### config.mk
export PLATFORM = sky130hd
export DESIGN_NAME = log2_seq
export DESIGN_NICKNAME = d
export VERILOG_FILES = /design/src/rtl/log2_pkg.sv /design/src/rtl/log2_msb_encoder.sv /design/src/rtl/log2_seq.sv
export SDC_FILE = /design/constraint.sdc
export NUM_CORES = 1
export LEC_CHECK = 0
export ABC_AREA = 0
export CAP_MARGIN = 20
export CORE_ASPECT_RATIO = 1.75
export CORE_UTILIZATION = 60
export DETAILED_ROUTE_END_ITERATION = 10
export PLACE_DENSITY = 0.77
export SETUP_SLACK_MARGIN = 0.2
export SYNTH_ARGS = -nofsm -noshare
export SYNTH_HDL_FRONTEND = slang
export SYNTH_SLANG_ARGS = --single-unit
### constraint.sdc
create_clock -name clk -period 14.85 [get_ports clk]
set_input_delay 3.7125 -clock clk [delete_from_list [all_inputs] [get_ports clk]]
set_output_delay 3.7125 -clock clk [all_outputs]
set_load 0.02 [all_outputs]
### src/rtl/log2_pkg.sv
// Shared types and helpers for the sequential base-2 logarithm unit.
package log2_pkg;

    // Controller states: wait for operand, square mantissa per bit, hold result.
    typedef enum logic [1:0] {
        IDLE,
        CALC,
        DONE
    } state_t;

    // Index width for a WIDTH-bit vector; never narrower than one bit.
    function automatic int iw_of(input int w);
        return (w <= 1) ? 1 : $clog2(w);
    endfunction

endpackage

### src/rtl/log2_msb_encoder.sv
// Combinational priority encoder: index of the highest set bit plus a zero flag.
module log2_msb_encoder
    import log2_pkg::*;
#(
    parameter  int WIDTH = 16,
    localparam int IW    = iw_of(WIDTH)
) (
    input  logic [WIDTH-1:0] data,
    output logic [IW-1:0]    msb,
    output logic             zero
);

    // Scan upward so the highest set bit is the last (winning) assignment.
    always_comb begin
        msb  = '0;
        zero = (data == '0);
        for (int unsigned i = 0; i < WIDTH; i++) begin
            if (data[i]) begin
                msb = IW'(i);
            end
        end
    end

endmodule

### src/rtl/log2_seq.sv
// Sequential log2: integer part from the MSB index, fractional bits one per
// cycle by repeated squaring of the normalised 1.(WIDTH-1) mantissa.
module log2_seq
    import log2_pkg::*;
#(
    parameter  int WIDTH     = 16,
    parameter  int FRAC_BITS = 4,
    localparam int IW        = iw_of(WIDTH)
) (
    input  logic                 clk,
    input  logic                 rst_n,
    input  logic                 in_valid,
    output logic                 in_ready,
    input  logic [WIDTH-1:0]     in_data,
    output logic                 out_valid,
    input  logic                 out_ready,
    output logic [IW-1:0]        out_int,
    output logic [FRAC_BITS-1:0] out_frac,
    output logic                 out_error
);

    localparam int            CW       = iw_of(FRAC_BITS);
    localparam logic [CW-1:0] CNT_LAST = CW'(FRAC_BITS - 1);

    state_t                 state;
    logic [WIDTH-1:0]       m;
    logic [CW-1:0]          cnt;
    logic [IW-1:0]          int_r;
    logic [FRAC_BITS-1:0]   frac_r;

    logic [IW-1:0]          enc_msb;
    logic                   enc_zero;
    logic [IW-1:0]          shamt;
    logic [WIDTH-1:0]       norm;
    logic [2*WIDTH-1:0]     p;
    logic                   sq_bit;
    logic [WIDTH-1:0]       m_next;
    logic [FRAC_BITS-1:0]   frac_next;

    log2_msb_encoder #(
        .WIDTH (WIDTH)
    ) u_enc (
        .data (in_data),
        .msb  (enc_msb),
        .zero (enc_zero)
    );

    assign in_ready = (state == IDLE);

    // Normalise the operand and compute one squaring step of the mantissa.
    always_comb begin
        shamt  = IW'(WIDTH - 1) - enc_msb;
        norm   = in_data << shamt;
        p      = {{WIDTH{1'b0}}, m} * {{WIDTH{1'b0}}, m};
        sq_bit = p[2*WIDTH-1];
        // p is 2.(2W-2); when p >= 2 the halved value is simply the top W bits.
        m_next    = sq_bit ? p[2*WIDTH-1 -: WIDTH] : p[2*WIDTH-2 -: WIDTH];
        // Shift in from the LSB side; the cast drops the oldest bit.
        frac_next = FRAC_BITS'({frac_r, sq_bit});
    end

    // Controller with registered result and handshake outputs.
    always_ff @(posedge clk or negedge rst_n) begin
        if (!rst_n) begin
            state     <= IDLE;
            m         <= '0;
            cnt       <= '0;
            int_r     <= '0;
            frac_r    <= '0;
            out_valid <= 1'b0;
            out_int   <= '0;
            out_frac  <= '0;
            out_error <= 1'b0;
        end else begin
            case (state)
                IDLE: begin
                    if (in_valid) begin
                        if (enc_zero) begin
                            state     <= DONE;
                            out_valid <= 1'b1;
                            out_error <= 1'b1;
                            out_int   <= '0;
                            out_frac  <= '0;
                        end else begin
                            state  <= CALC;
                            int_r  <= enc_msb;
                            m      <= norm;
                            cnt    <= '0;
                            frac_r <= '0;
                        end
                    end
                end
                CALC: begin
                    m      <= m_next;
                    frac_r <= frac_next;
                    cnt    <= cnt + CW'(1);
                    if (cnt == CNT_LAST) begin
                        state     <= DONE;
                        out_valid <= 1'b1;
                        out_int   <= int_r;
                        out_frac  <= frac_next;
                        out_error <= 1'b0;
                    end
                end
                DONE: begin
                    if (out_ready) begin
                        state     <= IDLE;
                        out_valid <= 1'b0;
                    end
                end
                default: begin
                    state     <= IDLE;
                    out_valid <= 1'b0;
                end
            endcase
        end
    end

endmodule
# == Yosys cells after proc, flatten, opt, wreduce, memory -nomap -nowiden ==
# Cells that the tools add are included.
# op_classes
eq_ne,8
n_addsub,2
multipliers,1
n_bitwise,1
shifts,1
mux,43
n_reduce_logical,8
# op_table
operator,n
$mux 16,3
$mux 4,12
$mul 16x16->32,1
$pmux 16 s2,1
$mux 3,6
$logic_not 16->1,1
$mux 2,8
$pmux 4 s2,2
$shl 16x4->16,1
$reduce_and 3->1,3
$ne 2x2->1 const B,4
$reduce_and 4->1,2
$mux 1,6
$pmux 2 s3,1
$pmux 3 s2,1
$eq 2x2->1 const B,2
$pmux 2 s2,1
$sub 4x4->4 const A,1
$pmux 1 s3,1
$add 2x1->2 const B,1
$eq 2x1->1 const B,1
$logic_not 2->1,1
$ne 2x1->1 const B,1
$pmux 1 s2,1
other kinds (2),2
# totals
output_inout_bits,11
register_bits,37
input_bits,20

# == Longest topological paths before layout ==
# logic_depth
ltp_word,20
mapped_depth,26
ltp_nobuf,24

# == By module ==
# A second synthesis with hierarchy kept.
# unflattened
cells_unflattened,1117
area_unflattened_um2,9704.3
# modules_own_cells
module,n_inst,area_per_inst_um2,cells_per_inst
log2_seq,1,9542.9,1088
log2_msb_encoder,1,161.4,29

# == Worst setup path before layout ==
# OpenSTA, ideal clock, no wires.
# synth_timing
kind,register to register
start,register m[14]
end,register m[8]
t_required_ps,14716
setup_slack_ps,8686
arrival_ps,6030
setup_ps,134
path_stages_with_launch,24
synth_period_minus_slack_ps,6164
path_cell_list,dfrtp_1 clkbuf_1 clkbuf_1 nand2_1 fa_1 fa_1 inv_1 fa_1 fa_1 fa_1 inv_1 fa_1 inv_1 ha_1 a211oi_1 o21a_1 nor2_1 nand3b_1 o21ai_2 xor2_2 and2_0 dlygate4sd1_1 a221oi_1 a22oi_1
# synth_via
elab_chain_len,3
# synth_lines
item,line,source
from (decl),log2_seq.sv:26,logic [WIDTH-1:0] m;
from (signal assigned),log2_seq.sv:87,m <= norm;
from (signal assigned),log2_seq.sv:94,m <= m_next;
$mul 16x16->32,log2_seq.sv:54,"p = {{WIDTH{1'b0}}, m} * {{WIDTH{1'b0}}, m};"
$mux 16,log2_seq.sv:57,m_next = sq_bit ? p[2*WIDTH-1 -: WIDTH] : p[2*WIDTH-2 -: WIDTH];
$pmux 16 s2,log2_seq.sv:75,case (state)
# Every way passes these cells.
# A chain may end at the register's enable or synchronous reset.

# == Final worst setup path ==
# layout_timing
start,register m[2]
end,register m[9]
# Same word-level chain as after synthesis.

==> qor.yml <==
status: "complete, no violations"
cts_tree: "yes"
ys.flop_type: "dfrtp_1"
drtIter0Drc: 236
diodes: 0
yosysTopAreaCellShare_pct: 33.9
core_um2: 15400
cp_common_cell: "fa_1"
clock_path_buffers: 2
whs_ns: 0.477
cp_data_required_time_ns: 15.02
vias: 7410
first_pass_iters: 5
finish.utilization_pct: 64.9
grt_antenna_before_repair: 0
synth_cell_types: 79
ctsHoldBuffers: 0
final-hold-violation-count: 0
wl_per_cell_um: 17.4
nNetsFinal: 1363
clock-sinks: 37
multi_input_area_um2: 7400
cts_setup_buffers: 0
dp_cells: 1258
post-route-period-util_pct: 47.2
slew_headroom_pct: 43.6
cts_buffers: 5
startpoint_type: "register"
async_flop_share_pct: 100
grt_use_total_pct: 28.8
fmaxAchievable_mhz: 143
gr-total-overflow: 0
rsz0062_at_grt: "no"
synth-edff-count: 0
synthTopCellsByArea: "fa_1 34%, ha_1 14%, inv_1 10%, dfrtp_1 9.7%, nand2_1 4.7%"
rows: 60
synth_seq_cells: 37
syn-cell-area_um2: 9500
antenna_left: 0
crit_family: "adder cells"
drive_gt1_share_pct: 3.43
cts.reportedPaths.clkPinSlew_ns: 0.06
initial_core_util_pct: 61.7
dpl.hpwl_um: 18200
slowest_delay_ns: 0.82
cts_resized: 0
cp.arrival_ns: 7.17
grt_pass1_vias: 8038
crit_path_top_delay_cell: "dfrtp_1"
io_pins: 31
yosys.area.top_type: "fa_1"
yosys_warnings: 0
ys_seq_area_share_pct: 9.75
slew_viol_final: 0
synthesis.nets: 1361
viasPerCell: 5.85
worstSkewPairLatency_ns: 0.29
cts-root-buf: "clkbuf_16"
fin_skew_ns: 0.00454
syn2layout_area_growth_pct: 5.10
period_needed_ns: 7.00
maxCapViolCount: 0
worst_pin_slew_ns: 0.846
grt_pass1_wl_um: 37400
wirelength_um: 22000
finalSetupViolations: 0
grt_start_max_net_pins: 38
setup_tns_ns: 0
min_path_type: "reg -> reg"
die-width_um: 97.1
final_cell_mix: "257 x inv_1, 161 x fa_1, 118 x nand2_1, 103 x ha_1, 51 x nor2_1"
crit_path_end_kind: "register"
syn_avg_cell_area_um2: 8.82
dieArea_um2: 16400
crit_chain: "inv_1 > nor2_1 > ha_1 > xor2_1 > fa_1 > inv_1 > fa_1 > fa_1 > fa_1 > inv_1 > fa_1 > inv_1 > ha_1 > a211oi_1 > o21a_1 > nor2_1 > nand3b_1 > o21ai_2 > xor2_2 > nor2_2 > and2_1 > o32a_1"
syn_inst: 1077
critical_path_buf_inv_count: 4
final_common_cell: "inv_1"
drc: 0
critPathKind: "reg -> reg"
n_fill_cell: 1311
htreeDepth: 2
critPathMaxFanout: 17
final_cell_count_no_fill: 1266
place_congestion: 0.960
die_h_um: 168
port_buffers: 30
regArea_um2: 926
## synthesized netlist by cell type, drive strengths merged, types with 2 or more instances
cell type  count
o32a           2
a32oi          3
or2            6
mux2i         15
o31a           3
a211oi         2
o22ai          4
a211o          2
dfrtp         37
inv          257
or3            2
xnor2         18
o21bai         6
ha           103
xor2          10
and2          38
o32ai          2
a32o           5
nor4           4
fa           161
mux2           4
o211ai         8
buf            9
nand2        119
nand4          4
a21oi         40
nand2b         8
nand3b         3
a21o           6
nor2b          4
a2bb2oi        2
nor3           5
a22oi          5
a41oi          5
o21a           4
o31ai          7
a31oi         11
a221oi         4
nand3         15
clkbuf        27
o21ai         32
a2111o         2
and3           5
nor2          52
## per-stage QoR
| step | cell area [um^2] | setup WS [ns] |
|---|---|---|
| final | 9980 | 7.85 |
| after global routing | 9980 | 7.44 |
| after CTS | 9980 | 7.87 |
| after detailed placement | 9840 | 7.86 |
| after global placement | 9840 | 7.89 |
| after floorplan | 9500 | 8.69 |
## state kept, by name (all words and copies together), names as in the netlist
| register | cells |
|---|---|
| m | 16 |
| int_r | 4 |
| out_frac | 4 |
| out_int | 4 |
| frac_r | 3 |
| cnt | 2 |
| state | 2 |
| out_error | 1 |
| out_valid | 1 |
## cell families after synthesis
family / Yosys count / share of synthesized area, %
fa+ha+maj: 264 / 47.5
buf+inv: 294 / 12.3
simple gates: 268 / 13.3
flops: 37 / 9.75
mux: 20 / 2.33
xor+xnor: 28 / 2.66
compound gates: 166 / 12.2
## metal layers
layer	share of wire, %	track usage, %	vias up
li1	-	-	3422
met1	35	30.6	3684
met2	56	55.0	211
met3	2.8	1.82	93
met4	6.2	17.3	0
met5	0	0	-
## worst reg2reg max path, stage by stage (launching register included)
cell and delay (ns):
dfrtp_1 0.82, inv_1 0.30, nor2_1 0.21, ha_1 0.28
xor2_1 0.19, fa_1 0.54, inv_1 0.05, fa_1 0.48
fa_1 0.45, fa_1 0.52, inv_1 0.05, fa_1 0.48
inv_1 0.05, ha_1 0.35, a211oi_1 0.31, o21a_1 0.20
nor2_1 0.06, nand3b_1 0.17, o21ai_2 0.18, xor2_2 0.50
nor2_2 0.20, and2_1 0.20, o32a_1 0.31
## final cells by class
class	count	area share, %
clock buffer	5	1.25
clock inverter	3	0.226
inverter	257	9.66
multi-input combinational	746	74.1
sequential	37	9.27
tap	186	2.33
timing repair buffer	32	3.11
## worst paths after layout
kind | slack [ns] | cells after the start | start | endpoint
hold / removal | 0.48 | 2 | frac_r[0] | frac_r[0]
hold reg to reg | 0.48 | 2 | frac_r[0] | frac_r[0]
min in group asynchronous | 3.52 | 1 | rst_n | out_int[0]
setup / recovery | 7.85 | 22 | m[2] | m[9]
setup reg to reg | 7.85 | 22 | m[2] | m[9]
max in group asynchronous | 10.79 | 1 | rst_n | m[3]
Power is left out: the tool's default activity adds up to more than one toggle a clock period on the data nets, which glitch-free logic cannot reach.
